===== src/rtl/mem_arbiter.sv =====
// Main-memory arbiter and cache-fill sequencer: serves one I/D fill burst or
// one D write-through at a time on a pipelined, fixed-latency memory.
module mem_arbiter #(
    parameter int WORDS   = 8,
    parameter int MEM_LAT = 4
) (
    input  logic                     clk,
    input  logic                     rst_n,
    input  logic                     i_miss,
    input  logic [15:0]              i_addr,
    input  logic                     d_miss,
    input  logic [15:0]              d_addr,
    input  logic                     d_wr,
    input  logic [15:0]              d_wdata,
    output logic                     mem_en,
    output logic                     mem_wr,
    output logic [15:0]              mem_addr,
    output logic [15:0]              mem_wdata,
    input  logic [15:0]              mem_rdata,
    input  logic                     mem_valid,
    output logic                     fill_we,
    output logic                     fill_sel,
    output logic [$clog2(WORDS)-1:0] fill_word,
    output logic [15:0]              fill_data,
    output logic                     fill_tag_we,
    output logic                     i_done,
    output logic                     d_done,
    output logic                     busy
);

    localparam int WB = $clog2(WORDS);

    generate
        if (WORDS < 2 || WORDS != (1 << WB) || MEM_LAT < 1) begin : g_param_check
            $error("mem_arbiter: WORDS must be a power of 2 >= 2 and MEM_LAT >= 1");
        end
    endgenerate

    typedef enum logic [1:0] {IDLE, FILL, WRITE, DONE} state_t;

    state_t        state;
    logic          owner_d;
    logic [15:1]   addr_q;
    logic [15:0]   wdata_q;
    logic [WB:0]   issue_cnt;
    logic [WB-1:0] recv_cnt;
    logic          issuing;
    logic          unused_addr_lsb;

    // Byte-address LSBs are irrelevant to halfword-aligned memory accesses.
    assign unused_addr_lsb = i_addr[0] ^ d_addr[0];

    always_ff @(posedge clk or negedge rst_n) begin
        if (!rst_n) begin
            state     <= IDLE;
            owner_d   <= 1'b0;
            addr_q    <= '0;
            wdata_q   <= '0;
            fill_sel  <= 1'b0;
            issue_cnt <= '0;
            recv_cnt  <= '0;
        end else begin
            case (state)
                IDLE: begin
                    if (d_wr) begin
                        owner_d <= 1'b1;
                        addr_q  <= d_addr[15:1];
                        wdata_q <= d_wdata;
                        state   <= WRITE;
                    end else if (d_miss) begin
                        owner_d  <= 1'b1;
                        addr_q   <= d_addr[15:1];
                        wdata_q  <= d_wdata;
                        fill_sel <= 1'b1;
                        state    <= FILL;
                    end else if (i_miss) begin
                        owner_d  <= 1'b0;
                        addr_q   <= i_addr[15:1];
                        fill_sel <= 1'b0;
                        state    <= FILL;
                    end
                end
                FILL: begin
                    if (!issue_cnt[WB])
                        issue_cnt <= issue_cnt + 1'b1;
                    if (mem_valid) begin
                        recv_cnt <= recv_cnt + 1'b1;
                        if (&recv_cnt)
                            state <= DONE;
                    end
                end
                WRITE: state <= DONE;
                DONE: begin
                    issue_cnt <= '0;
                    recv_cnt  <= '0;
                    fill_sel  <= 1'b0;
                    state     <= IDLE;
                end
                default: state <= IDLE;
            endcase
        end
    end

    // Issue side stops once the counter's top bit reaches WORDS.
    assign issuing = (state == FILL) && !issue_cnt[WB];

    always_comb begin
        mem_en    = issuing || (state == WRITE);
        mem_wr    = (state == WRITE);
        mem_addr  = '0;
        mem_wdata = '0;
        if (state == WRITE) begin
            mem_addr  = {addr_q, 1'b0};
            mem_wdata = wdata_q;
        end else if (issuing) begin
            mem_addr = {addr_q[15:WB+1], issue_cnt[WB-1:0], 1'b0};
        end
    end

    assign fill_we     = (state == FILL) && mem_valid;
    assign fill_word   = fill_we ? recv_cnt : '0;
    assign fill_data   = fill_we ? mem_rdata : '0;
    assign fill_tag_we = fill_we && (&recv_cnt);
    assign i_done      = (state == DONE) && !owner_d;
    assign d_done      = (state == DONE) && owner_d;
    assign busy        = (state != IDLE);

endmodule

===== config.mk =====
export PLATFORM = sky130hd
export DESIGN_NAME = mem_arbiter
export DESIGN_NICKNAME = d
export VERILOG_FILES = /design/src/rtl/mem_arbiter.sv
export SDC_FILE = /design/constraint.sdc
export NUM_CORES = 1
export LEC_CHECK = 0
export BUFFER_PORTS_ARGS = -buffer_cell sky130_fd_sc_hd__buf_2
export CAP_MARGIN = 20
export CORE_ASPECT_RATIO = 0.7
export CORE_MARGIN = 8
export CORE_UTILIZATION = 46
export CTS_BUF_LIST = sky130_fd_sc_hd__clkbuf_4 sky130_fd_sc_hd__clkbuf_8
export CTS_CLUSTER_SIZE = 40
export DETAILED_ROUTE_END_ITERATION = 10
export PLACE_DENSITY = 0.88
export SLEW_MARGIN = 20
export SYNTH_ARGS = -nofsm -noshare
export SYNTH_HDL_FRONTEND = slang
export SYNTH_SLANG_ARGS = --single-unit

===== constraint.sdc =====
create_clock -name clk -period 2.02 [get_ports clk]
set_input_delay 0.303 -clock clk [delete_from_list [all_inputs] [get_ports clk]]
set_output_delay 0.303 -clock clk [all_outputs]
set_load 0.05 [all_outputs]

## After elaboration in Yosys (flattened, before gate mapping)

Cells that the tools add are included.

- Bits in registers: 42
- Bits in latches: 0
- Memory bits (writable): 0
- Bits in read-only memories: 0
- Input bits: 70
- Output and inout bits: 59
- Logic and storage cells: 65
- Memories kept: 0

- Add/sub/neg operators: 2
- Multiply operators: 0
- Divide/modulo/power cells: 0
- Order comparisons: 0
- Eq/ne operators: 9
- Shift operators: 0
- Mux-type cells: 25
- Bitwise logic cells: 0
- Reduce and logical (&&, ||, !) cells: 21

Operators with widths:

| kind | number |
|---|---|
| $mux 16 | 6 |
| $mux 15 | 3 |
| $mux 2 | 5 |
| $reduce_and 3->1 | 3 |
| $ne 2x2->1 const B | 4 |
| $pmux 2 s4 | 1 |
| $pmux 4 s2 | 1 |
| $reduce_and 2->1 | 4 |
| $reduce_bool 2->1 | 4 |
| $mux 3 | 2 |
| $pmux 3 s2 | 1 |
| $logic_and 1x1->1 | 5 |
| $add 4x1->4 const B | 1 |
| $eq 2x2->1 const B | 2 |
| $mux 1 | 4 |
| $mux 4 | 1 |
| $ne 4x4->1 const B | 1 |
| $add 3x1->3 const B | 1 |
| $ne 3x3->1 const B | 1 |
| $reduce_bool 3->1 | 1 |
| $eq 2x1->1 const B | 1 |
| $logic_not 1->1 | 2 |
| $logic_not 2->1 | 1 |
| $pmux 1 s2 | 1 |
| $logic_or 1x1->1 | 1 |

## Longest topological paths before layout

Gate-level depths: netlist (run 1).

- Depth in word-level cells: 4
- Mapped depth: 6
- Depth with buffers taken out: 5

## Least setup slack after synthesis (run 1)

Ideal clock, no wire load.

- Kind: register to output
- Start point: register state[0]
- End point: output mem_addr[10]
- Arrival: 2121 ps
- Required time: 1717 ps
- Slack: -404 ps
- Cell stages (with the launch flop): 6
- Buffers on the path: 1
- Cell sequence: dfrtp_1 > inv_1 > ha_1 > a21oi_1 > buf_2 > nor2b_1

- Elaborated cells between the ends (all ways): 5
- Those cells by class: eq/ne: 2; mux: 2; reduce/logical: 1

RTL lines:

| item | line | source |
|---|---|---|
| start, declared | 41 | `state_t state;` |
| start signal, assigned | 55 | `state <= IDLE;` |
| start signal, assigned | 69 | `state <= WRITE;` |
| start signal, assigned | 75 | `state <= FILL;` |
| $eq 2x2->1 | -- |  |
| net mem_wr | 16 | `output logic mem_wr,` |
| $mux 16 | 112 | `if (state == WRITE) begin` |
| end, declared | 17 | `output logic [15:0] mem_addr,` |

The timed path passes the listed nets, and every way through them passes these cells.

## Worst setup path after layout (run 1)

- Start point: register state[1]
- End point: output mem_addr[2]

- Word-level cells in the longest chain between the ends: 4
- Elaborated cells between the ends (all ways): 5
- Those cells by class: eq/ne: 2; mux: 2; reduce/logical: 1

Ends and longest elaborated chain:

| item | line | source |
|---|---|---|
| $eq 2x1->1 | 105 | `assign issuing = (state == FILL) && !issue_cnt[WB];` |
| $logic_and 1x1->1 | 105 |  |
| $mux 16 | 115 | `end else if (issuing) begin` |
| $mux 16 * | 112 |  |

Mark *: on every way between the ends. The rest lies on a longest branch, timed or not.

==> impl_metrics.csv, run 1 <==
group,metric,value,unit
power,peakVddDrop,0.9250,mV
worst_setup_path,r2r-start,"state[0]$_DFFE_PN0P_",
clocking,cts_tree,"yes",
detailed_routing,m1WireLength,2819,um
layout,design_area,3451,um2
detailed_routing,drtAntennaViolNets,0,
power,p_leak,1.802,nW
sta,slew_headroom,56.96,%
yosys,ys_types,31,
sta,min_period,2004,ps
sta,fin_skew,1.535,ps
detailed_routing,dr.pass1.iters,4,
yosys,syn_area,2374,um2
worst_setup_path,critical_path_class,"reg -> out",
global_routing,grt_max_degree,31,
die,io_pins,129,
global_routing,grt_pass1_vias,2129,
layout,antenna_cells,0,
sta,whs,32.64,ps
layout,multi_input_area,1328,um2
clocking,clockRootBuffer,"clkbuf_8",
detailed_routing,vias,2166,
place,place.gp.congestion,0.7422,
clocking,htree_levels,2,
sta,fmax,499.0,MHz
layout,syn2layout_area_growth,45.39,%
sta,fin_crit_sh,99.21,%
yosys,synth_seq_cells,42,
detailed_routing,drtIter0Drc,123,
worst_setup_path,reg2reg_slack,300,ps
clocking,cts_buffer_depth,2,
sta,rsz0062_at_grt,"yes",
clocking,clock_sinks,42,
clocking,clk_latency,290,ps
worst_setup_path,crit_start,"state[1]$_DFFE_PN0P_",
detailed_routing,drc,0,
power,power,0.006022,W
yosys,synthCells,237,
global_routing,grt_pass1_wl,10250,um
worst_setup_path,crit_path_end_kind,"output pin",
worst_setup_path,startpoint_type,"register",
clocking,cts_buffers,5,
power,powerDensity,1745,nW/um2
sta,setup_viol,0,
detailed_routing,dr.max_layer_used,"met4",
yosys,avgSynthCellArea,10.01,um2
worst_setup_path,cp_max_fo,8,
sta,hold_viol_final,0,
yosys,synth.top_cell.area_share,44.28,%
sta,fin_setup_tns,0,ps
detailed_routing,wl_per_cell,15.17,um
die,die_h,76.10,um
clocking,cts_hold_buf,0,
global_routing,grt_overflow,0,
place,port_buffers,125,
place,dpl-instance-area,3132,um2
sta,worst_pin_slew,645.6,ps
detailed_routing,wl_met2,3192,um
worst_setup_path,worstRegToRegCells,4,
worst_setup_path,r2r_end,"wdata_q[4]$_DFFE_PN0P_",
worst_setup_path,worstPathRequired,1720,ps
yosys,yosys_warnings,0,
die,initial_core_util,46.36,%
die,die-area,7751,um2
die,die_w,101.9,um
layout,nets,439,
hold_path,hp-class,"in -> async",
outcome,outcome,"finished clean",
layout,drive_gt1_share,46.94,%
detailed_routing,drt-vias-per-instance,5.014,
yosys,synth_top_area_cell,"dfrtp_1",
yosys,synth_area_leaders,"dfrtp_1, mux2i_1, mux2_1",
yosys,ys_seq_area_share,44.28,%
layout,n_fill_cell,381,
die,fp-row-count,22,
detailed_routing,routed_wl,6555,um
worst_setup_path,arrival,1700,ps
die,core_region_area,5120,um2
global_routing,grtUsageTotal,16.25,%
run,cap_violations,0,
place,place_hpwl,4868,um
detailed_routing,wl_met3,508,um
global_routing,antenna_found_initial,0,
yosys,synth_nets,316,
sta,slew_violations,0,
clocking,clkTransAtPathRegs,80,ps
layout,ff_latch_area,1052,um2
## cell usage in the layout, fill, tap and decap left out, types with 5 or more instances in the layout
cell type	n
a21oi_1	6
buf_4	19
buf_6	6
and2_1	8
mux2_1	16
ha_1	6
nor2b_2	7
nor2b_1	7
nand2_1	24
clkbuf_4	25
and3_1	22
dfrtp_1	41
buf_2	80
and2_2	10
mux2i_1	22
o21ai_0	5
o21ai_1	16
clkbuf_8	6
## where the power goes
part	internal [W]	total [W]	switching, W
Clock	0.000395	0.000668	0.000273
Sequential	0.00124	0.00147	0.000227
Combinational	0.00135	0.00389	0.00253
Total	0.00299	0.00602	0.00303
## cell usage after synthesis
| cell | number |
|---|---|
| clkbuf_1 | 8 |
| buf_4 | 3 |
| nand2_1 | 24 |
| conb_1 | 1 |
| a32o_1 | 1 |
| and2_1 | 18 |
| nor3_1 | 1 |
| mux2_1 | 16 |
| nand4_1 | 1 |
| nor2_1 | 5 |
| clkbuf_2 | 1 |
| nor2b_1 | 14 |
| o211ai_1 | 1 |
| a22oi_1 | 1 |
| o21ai_1 | 16 |
| and3b_1 | 2 |
| nor2_4 | 1 |
| o21ai_0 | 5 |
| mux2i_1 | 22 |
| ha_1 | 9 |
| a21oi_1 | 7 |
| nor4_1 | 1 |
| a21o_1 | 1 |
| inv_1 | 6 |
| buf_2 | 4 |
| dfrtp_1 | 42 |
| nor4b_1 | 1 |
| o21ai_4 | 1 |
| o31ai_1 | 1 |
| nand3b_1 | 1 |
| and3_1 | 22 |
## critical path, cell delays in order (launching register included)
cell and delay (ps):
dfrtp_1 400, buf_4 160, ha_4 200, a21oi_4 200, clkbuf_16 200, nor2_4 40
buf_2 210
## metrics by stage
step           util (%)  setup WS (ps)  std cells
6_report          67.40          15.90        432
5_1_grt           67.40         -30.92        432
4_1_cts           64.54          1.183        431
3_5_place_dp      61.17          217.4        423
3_3_place_gp      61.17          262.2        423
2_1_floorplan         -         -41.96        237
## flip-flops by register name, summed over array words and instances (netlist names)
| signal | cells |
|---|---|
| fill_sel | 1 |
| state | 2 |
| addr_q | 15 |
| recv_cnt | 3 |
| owner_d | 1 |
| wdata_q | 16 |
| issue_cnt | 4 |
## layout make-up
type	count	share of cell area (%)
flip-flops and latches	42	30.49
clock inverters	1	0.8702
well taps	72	2.611
clock buffers	6	2.393
multi-input cells	173	38.47
inverters	6	0.7252
repair buffers	132	24.44
## timing repair
action,CTS,global route
pin swaps,0,1
endpoints found under the setup margin,53,54
hold endpoints to repair,0,0
resized for setup,19,45
gates cloned,0,1
setup buffers,1,0
## cell families after synthesis
| group | after synthesis | synth area share, % |
|---|---|---|
| adders and majority gates | 9 | 4.744 |
| other | 1 | 0.1580 |
| DFF | 42 | 44.28 |
| buffers and inverters | 22 | 4.217 |
| and+or+nand+nor | 91 | 21.46 |
| muxes | 38 | 16.87 |
| AOI/OAI and AO/OA | 34 | 8.277 |
## worst max-delay path by stage
stage	cells past startpoint	end
after floorplan	4	mem_addr[15]
after global placement	6	mem_addr[15]
after detailed placement	5	mem_wdata[8]
after CTS	5	fill_data[6]
after global routing	6	mem_addr[1]
final	6	mem_addr[2]
## routing by layer
metal	track usage [%]	vias up
li1	-	1058
met1	20.26	1033
met2	26.64	70
met3	4.653	5
met4	4.234	0
met5	0	-
Note: power is estimated with default switching activity, not from simulation.
==> inputs of run 2 (changes only) <==
--- a/config.mk
+++ b/config.mk
@@ -5,7 +5,7 @@
 export SDC_FILE = /design/constraint.sdc
 export NUM_CORES = 1
 export LEC_CHECK = 0
-export BUFFER_PORTS_ARGS = -buffer_cell sky130_fd_sc_hd__buf_2
+export BUFFER_PORTS_ARGS = -buffer_cell sky130_fd_sc_hd__clkbuf_2
 export CAP_MARGIN = 20
 export CORE_ASPECT_RATIO = 0.7
 export CORE_MARGIN = 8
==> run 2 against run 1 <==
Compared with the run above:
- die area unchanged
- clock power decreased by 19%
- flip-flop and latch count unchanged
- sequential share of layout area about the same
- maximum frequency increased by 2.5%
- critical path type unchanged
- critical path depth unchanged
- via count is 1.1% lower
- combinational power is essentially flat
- global-route usage up 0.44 points
- largest cell class unchanged
- utilization up 0.17 points
- highest routed layer unchanged
- worst setup slack better by 48 ps
==> impl_metrics.csv, run 2 (synthesized netlist as in run 1, its figures left out) <==
group,metric,value,unit
outcome,outcome,"finished clean",
layout,largest-register,"wdata_q",
layout,design_area,3460,um2
sta,setup_viol,0,
global_routing,grt_max_degree,43,
sta,hold_viol_final,0,
sta,fin_crit_sh,96.82,%
layout,syn2layout_area_growth,45.76,%
power,p_leak,1.796,nW
hold_path,hp-class,"in -> async",
power,pwr-share-clk,9.2,%
clocking,clkTransAtPathRegs,80,ps
place,dpl-instance-area,3207,um2
clocking,htree_levels,2,
power,intPower,0.002888,W
sta,slew_violations,0,
power,swShare,51.07,%
clocking,cts_buffers,5,
layout,final_cell_mix,"clkbuf_2, dfrtp_1, clkbuf_4",
clocking,cts_buffer_depth,2,
global_routing,grt_overflow,0,
worst_setup_path,startpoint_type,"register",
detailed_routing,drt-vias-per-instance,4.972,
worst_setup_path,reg2reg_slack,330,ps
worst_setup_path,worstRegToRegCells,4,
die,initial_core_util,46.36,%
die,die_h,76.10,um
power,pwr-share-comb,66.0,%
global_routing,grt_pass1_wl,10560,um
global_routing,antenna_found_initial,0,
detailed_routing,drc,0,
global_routing,grt_pass1_vias,2148,
sta,min_period,1956,ps
clocking,clock_sinks,42,
clocking,clockRootBuffer,"clkbuf_8",
layout,layout_commonest_cell,"clkbuf_2",
sta,fin_setup_tns,0,ps
layout,largest_register_ffs,16,
sta,worst_pin_slew,571.9,ps
power,powerDensity,1706,nW/um2
layout,fin_util,67.57,%
detailed_routing,dr.pass1.iters,4,
sta,fmax,511.3,MHz
place,port_buffers,125,
power,seq_power_share,24.9,%
layout,nets,437,
power,p_switching,0.003014,W
worst_setup_path,worstPathRequired,1720,ps
worst_setup_path,r2r-start,"state[0]$_DFFE_PN0P_",
sta,whs,72.92,ps
global_routing,grtUsageTotal,16.68,%
run,cap_violations,0,
layout,drive_gt1_share,48.19,%
die,die_w,101.9,um
detailed_routing,drtIter0Drc,106,
sta,slew_headroom,61.73,%
layout,antenna_cells,0,
layout,top_regs,"wdata_q: 16 flops, addr_q: 15 flops, issue_cnt: 4 flops",
detailed_routing,routed_wl,6445,um
place,place.gp.congestion,0.7274,
die,core_region_area,5120,um2
die,fp-row-count,22,
detailed_routing,vias,2143,
worst_setup_path,arrival,1650,ps
detailed_routing,wl_per_cell,14.95,um
place,place_hpwl,5020,um
worst_setup_path,r2r_end,"wdata_q[10]$_DFFE_PN0P_",
worst_setup_path,cp_max_fo,16,
power,peakVddDrop,0.8709,mV
detailed_routing,drtAntennaViolNets,0,
clocking,post_cts_buffers,0,
worst_setup_path,crit_path_end_kind,"output pin",
worst_setup_path,critical_path_class,"reg -> out",
die,die-area,7751,um2
clocking,clk_latency,290,ps
clocking,cts_tree,"yes",
die,io_pins,129,
sta,fin_skew,9.848,ps
==> run 2: cell count changes in the layout (fill, tap and decap cells not counted), moves of 4 or more <==
cell / previous run / this run
nor2b_2: 7 / 11
buf_12: 1 / 6
clkbuf_2: 0 / 72
buf_4: 19 / 9
buf_2: 80 / 1
nor2b_1: 7 / 3
clkbuf_4: 25 / 39
==> run 2: worst max-delay path by stage <==
stage,startpoint,end,slack (ps),cells after the start
floorplan,state[0]$_DFFE_PN0P_,mem_addr[15],-40,4
finish,state[1]$_DFFE_PN0P_,mem_addr[13],60,6
global placement,state[0]$_DFFE_PN0P_,mem_wdata[14],260,5
global route,state[1]$_DFFE_PN0P_,mem_addr[13],-4,6
detailed placement,state[0]$_DFFE_PN0P_,mem_wdata[9],200,5
CTS,state[1]$_DFFE_PN0P_,mem_addr[10],4,6
==> run 2: timing repair <==
| action | in CTS | in global routing |
|---|---|---|
| setup endpoints to repair | 52 | 42 |
| hold buffers | 0 | 0 |
| resized for setup | 49 | 25 |
==> run 2: critical path: stages, from the launching register on <==
cell and delay [ps]:
dfrtp_2 440, inv_2 110, ha_2 220, a21oi_2 80, buf_12 160, nor2b_2 110
clkbuf_4 230
==> run 2: power by group through the flow <==
stage,Sequential [W],Clock (W),Combinational [W]
finish,0.00147,0.000540,0.00389
detailed placement,0.00147,0,0.00368
CTS,0.00146,0.000554,0.00383
global placement,0.00143,0,0.00360
floorplan,0.00144,0,0.00268
global route,0.00152,0.000594,0.00414
==> run 2: layer usage <==
metal / track usage [%] / share of wire, %
met1: 20.37 / 42
met2: 28.73 / 51
met3: 4.380 / 7.0
met4: 3.066 / 0.42
met5: 0 / 0
==> run 2: cell type report <==
class                      count  area, um2
clock buffer                   6      76.32
clock inverter                 2      13.76
fill                         405       1660
inverter                       6      22.52
multi-input combinational    173       1320
sequential                    42       1054
tap                           72      90.09
timing repair buffer         130      883.3
==> run 2: per-stage QoR <==
stage / power [W] / setup slack (ps) / instances
after global routing: 0.006254 / -4.088 / 431
final: 0.005902 / 64.26 / 431
after detailed placement: 0.005143 / 203.0 / 423
after CTS: 0.005842 / 4.010 / 431
after floorplan: 0.004114 / -41.96 / 237
after global placement: 0.005031 / 260.6 / 423
==> inputs of run 3 (changes only) <==
==> constraint.sdc (replaced) <==
create_clock -name clk -period 2.02 [get_ports clk]
set_input_delay 0.101 -clock clk [delete_from_list [all_inputs] [get_ports clk]]
set_output_delay 0.101 -clock clk [all_outputs]
set_load 0.05 [all_outputs]
==> run 3 against run 2 <==
Compared with the run above:
- wire length fell by 6.5%
- power fell by 10%
- critical path depth is the same
- first-iteration DRC count fell by 18%
- clock-buffer cell count rose by 1
- die area unchanged
- largest cell class unchanged
- sequential share of layout area up 2.7 points
- worst hold slack got worse by 54 ps
- highest routed layer unchanged
- combinational power is 15% lower
- register-to-register slack worse by 20 ps
- maximum frequency grew 2.2%
==> impl_metrics.csv, run 3 (synthesized netlist as in run 1, its figures left out) <==
group,metric,value,unit
sta,slew_violations,0,
layout,finalNonFillerCells,431,
die,die-area,7751,um2
worst_setup_path,startpoint_type,"register",
clocking,clk_latency,290,ps
die,io_pins,129,
die,die_w,101.9,um
worst_setup_path,cp_slowest_stage_delay,420,ps
layout,final_cell_mix,"clkbuf_2, dfrtp_1, nand2_1",
hold_path,hp-class,"in -> reg",
clocking,htree_levels,2,
layout,layout_commonest_cell,"clkbuf_2",
place,place_hpwl,4833,um
layout,largest-register,"wdata_q",
outcome,outcome,"finished clean",
detailed_routing,drc,0,
power,power,0.005314,W
global_routing,grtUsageTotal,15.38,%
clocking,clockRootBuffer,"clkbuf_8",
global_routing,antenna_found_initial,0,
sta,worst_pin_slew,1023,ps
worst_setup_path,cp_max_fo,19,
clocking,clkTransAtPathRegs,80,ps
worst_setup_path,critPathBufInv,3,
detailed_routing,drt-vias-per-instance,4.877,
clocking,cts_tree,"yes",
global_routing,grt_pass1_vias,2062,
sta,fmax,522.6,MHz
place,place.gp.congestion,0.7322,
place,dp_cells,422,
detailed_routing,vias,2102,
detailed_routing,drtIter0Drc,87,
layout,largest_register_ffs,16,
power,peakVddDrop,0.9375,mV
sta,rsz0062_at_grt,"no",
run,cap_violations,0,
detailed_routing,routed_wl,6023,um
detailed_routing,dr.pass1.iters,4,
global_routing,grt_overflow,0,
sta,hold_viol_final,0,
worst_setup_path,worstPathRequired,1920,ps
sta,fin_crit_sh,94.74,%
worst_setup_path,crit_path_end_kind,"output pin",
clocking,cts_buffers,5,
sta,setup_viol,0,
power,powerDensity,1678,nW/um2
layout,top_regs,"wdata_q: 16 flops, addr_q: 15 flops, issue_cnt: 4 flops",
sta,min_period,1914,ps
worst_setup_path,critPathTopFamily,"buffers and inverters",
layout,drive_gt1_share,39.28,%
die,fp-row-count,22,
global_routing,grt_max_degree,43,
layout,nets,437,
die,initial_core_util,46.36,%
detailed_routing,wl_per_cell,13.97,um
layout,syn2layout_area_growth,33.42,%
global_routing,grt_pass1_wl,9653,um
worst_setup_path,slowest_stage,"dfrtp_1",
sta,slew_headroom,31.82,%
sta,fin_skew,5.475,ps
layout,antenna_cells,0,
die,die_h,76.10,um
die,core_region_area,5120,um2
worst_setup_path,arrival,1810,ps
power,p_leak,1.743,nW
clocking,clock_sinks,42,
layout,n_fill_cell,440,
clocking,cts_buffer_depth,2,
detailed_routing,drtAntennaViolNets,0,
worst_setup_path,path_cells,"inv_1 > ha_2 > buf_4 > mux2i_1 > nor2_1 > clkbuf_2",
place,port_buffers,125,
worst_setup_path,critical_path_class,"reg -> out",
run 3: final cells by class:
cell class	instances	area, um2	share of cell area (%)
well taps	72	90.09	2.845
clock buffers	7	90.09	2.845
repair buffers	130	665.6	21.02
flip-flops and latches	42	1051	33.19
multi-input cells	173	1239	39.12
clock inverters	1	8.758	0.2766
inverters	6	22.52	0.7112
run 3: per-stage QoR:
stage	util, %	worst slack [ps]	hold slack, ps	setup TNS (ps)	instance area (um2)
5_1_grt	61.85	3.419	9.918	0	3167
4_1_cts	61.85	79.45	3.307	0	3167
3_5_place_dp	59.73	315.2	202.6	0	3058
2_1_floorplan	-	-32.76	-194.6	-177.1	2376
3_3_place_gp	59.73	389.6	195.2	0	3058
6_report	61.85	106.3	19.17	0	3167
run 3: power by group:
group	switching, W	internal, W
registers	0.000205	0.00124
logic	0.00236	0.000940
clock network	0.000282	0.000296
run 3: worst register-to-register path: stages, from the launching register on:
cell	delay, ps
dfrtp_1	400
inv_1	160
ha_1	390
o21ai_4	260
mux2_1	380
run 3: path summary, 6_finish.rpt:
path / endpoint / start / slack [ps] / cells after the start
hold reg to reg: addr_q[7]$_DFFE_PN0P_ / addr_q[7]$_DFFE_PN0P_ / 480 / 2
min in group asynchronous: wdata_q[10]$_DFFE_PN0P_ / rst_n / 400 / 3
hold / removal: wdata_q[10]$_DFFE_PN0P_ / d_wdata[10] / 20 / 2
setup / recovery: mem_addr[1] / state[0]$_DFFE_PN0P_ / 110 / 6
max in group asynchronous: state[1]$_DFFE_PN0P_ / rst_n / 1250 / 3
setup reg to reg: wdata_q[12]$_DFFE_PN0P_ / state[1]$_DFFE_PN0P_ / 310 / 4
run 3: timing repair:
action	in CTS	in global routing
endpoints found under the hold margin	42	0
gates resized for setup	0	1
endpoints found under the setup margin	0	1
hold buffers	1	0
setup buffers	0	0
run 3: routing by layer:
metal | track usage [%] | routed length (um) | share of wire (%) | vias up
met4 | 5.839 | 66 | 1.1 | 0
met3 | 4.745 | 451 | 7.5 | 5
met2 | 25.99 | 2892 | 48 | 61
li1 | - | - | - | 1050
met5 | 0 | 0 | 0 | -
met1 | 17.64 | 2612 | 43 | 986
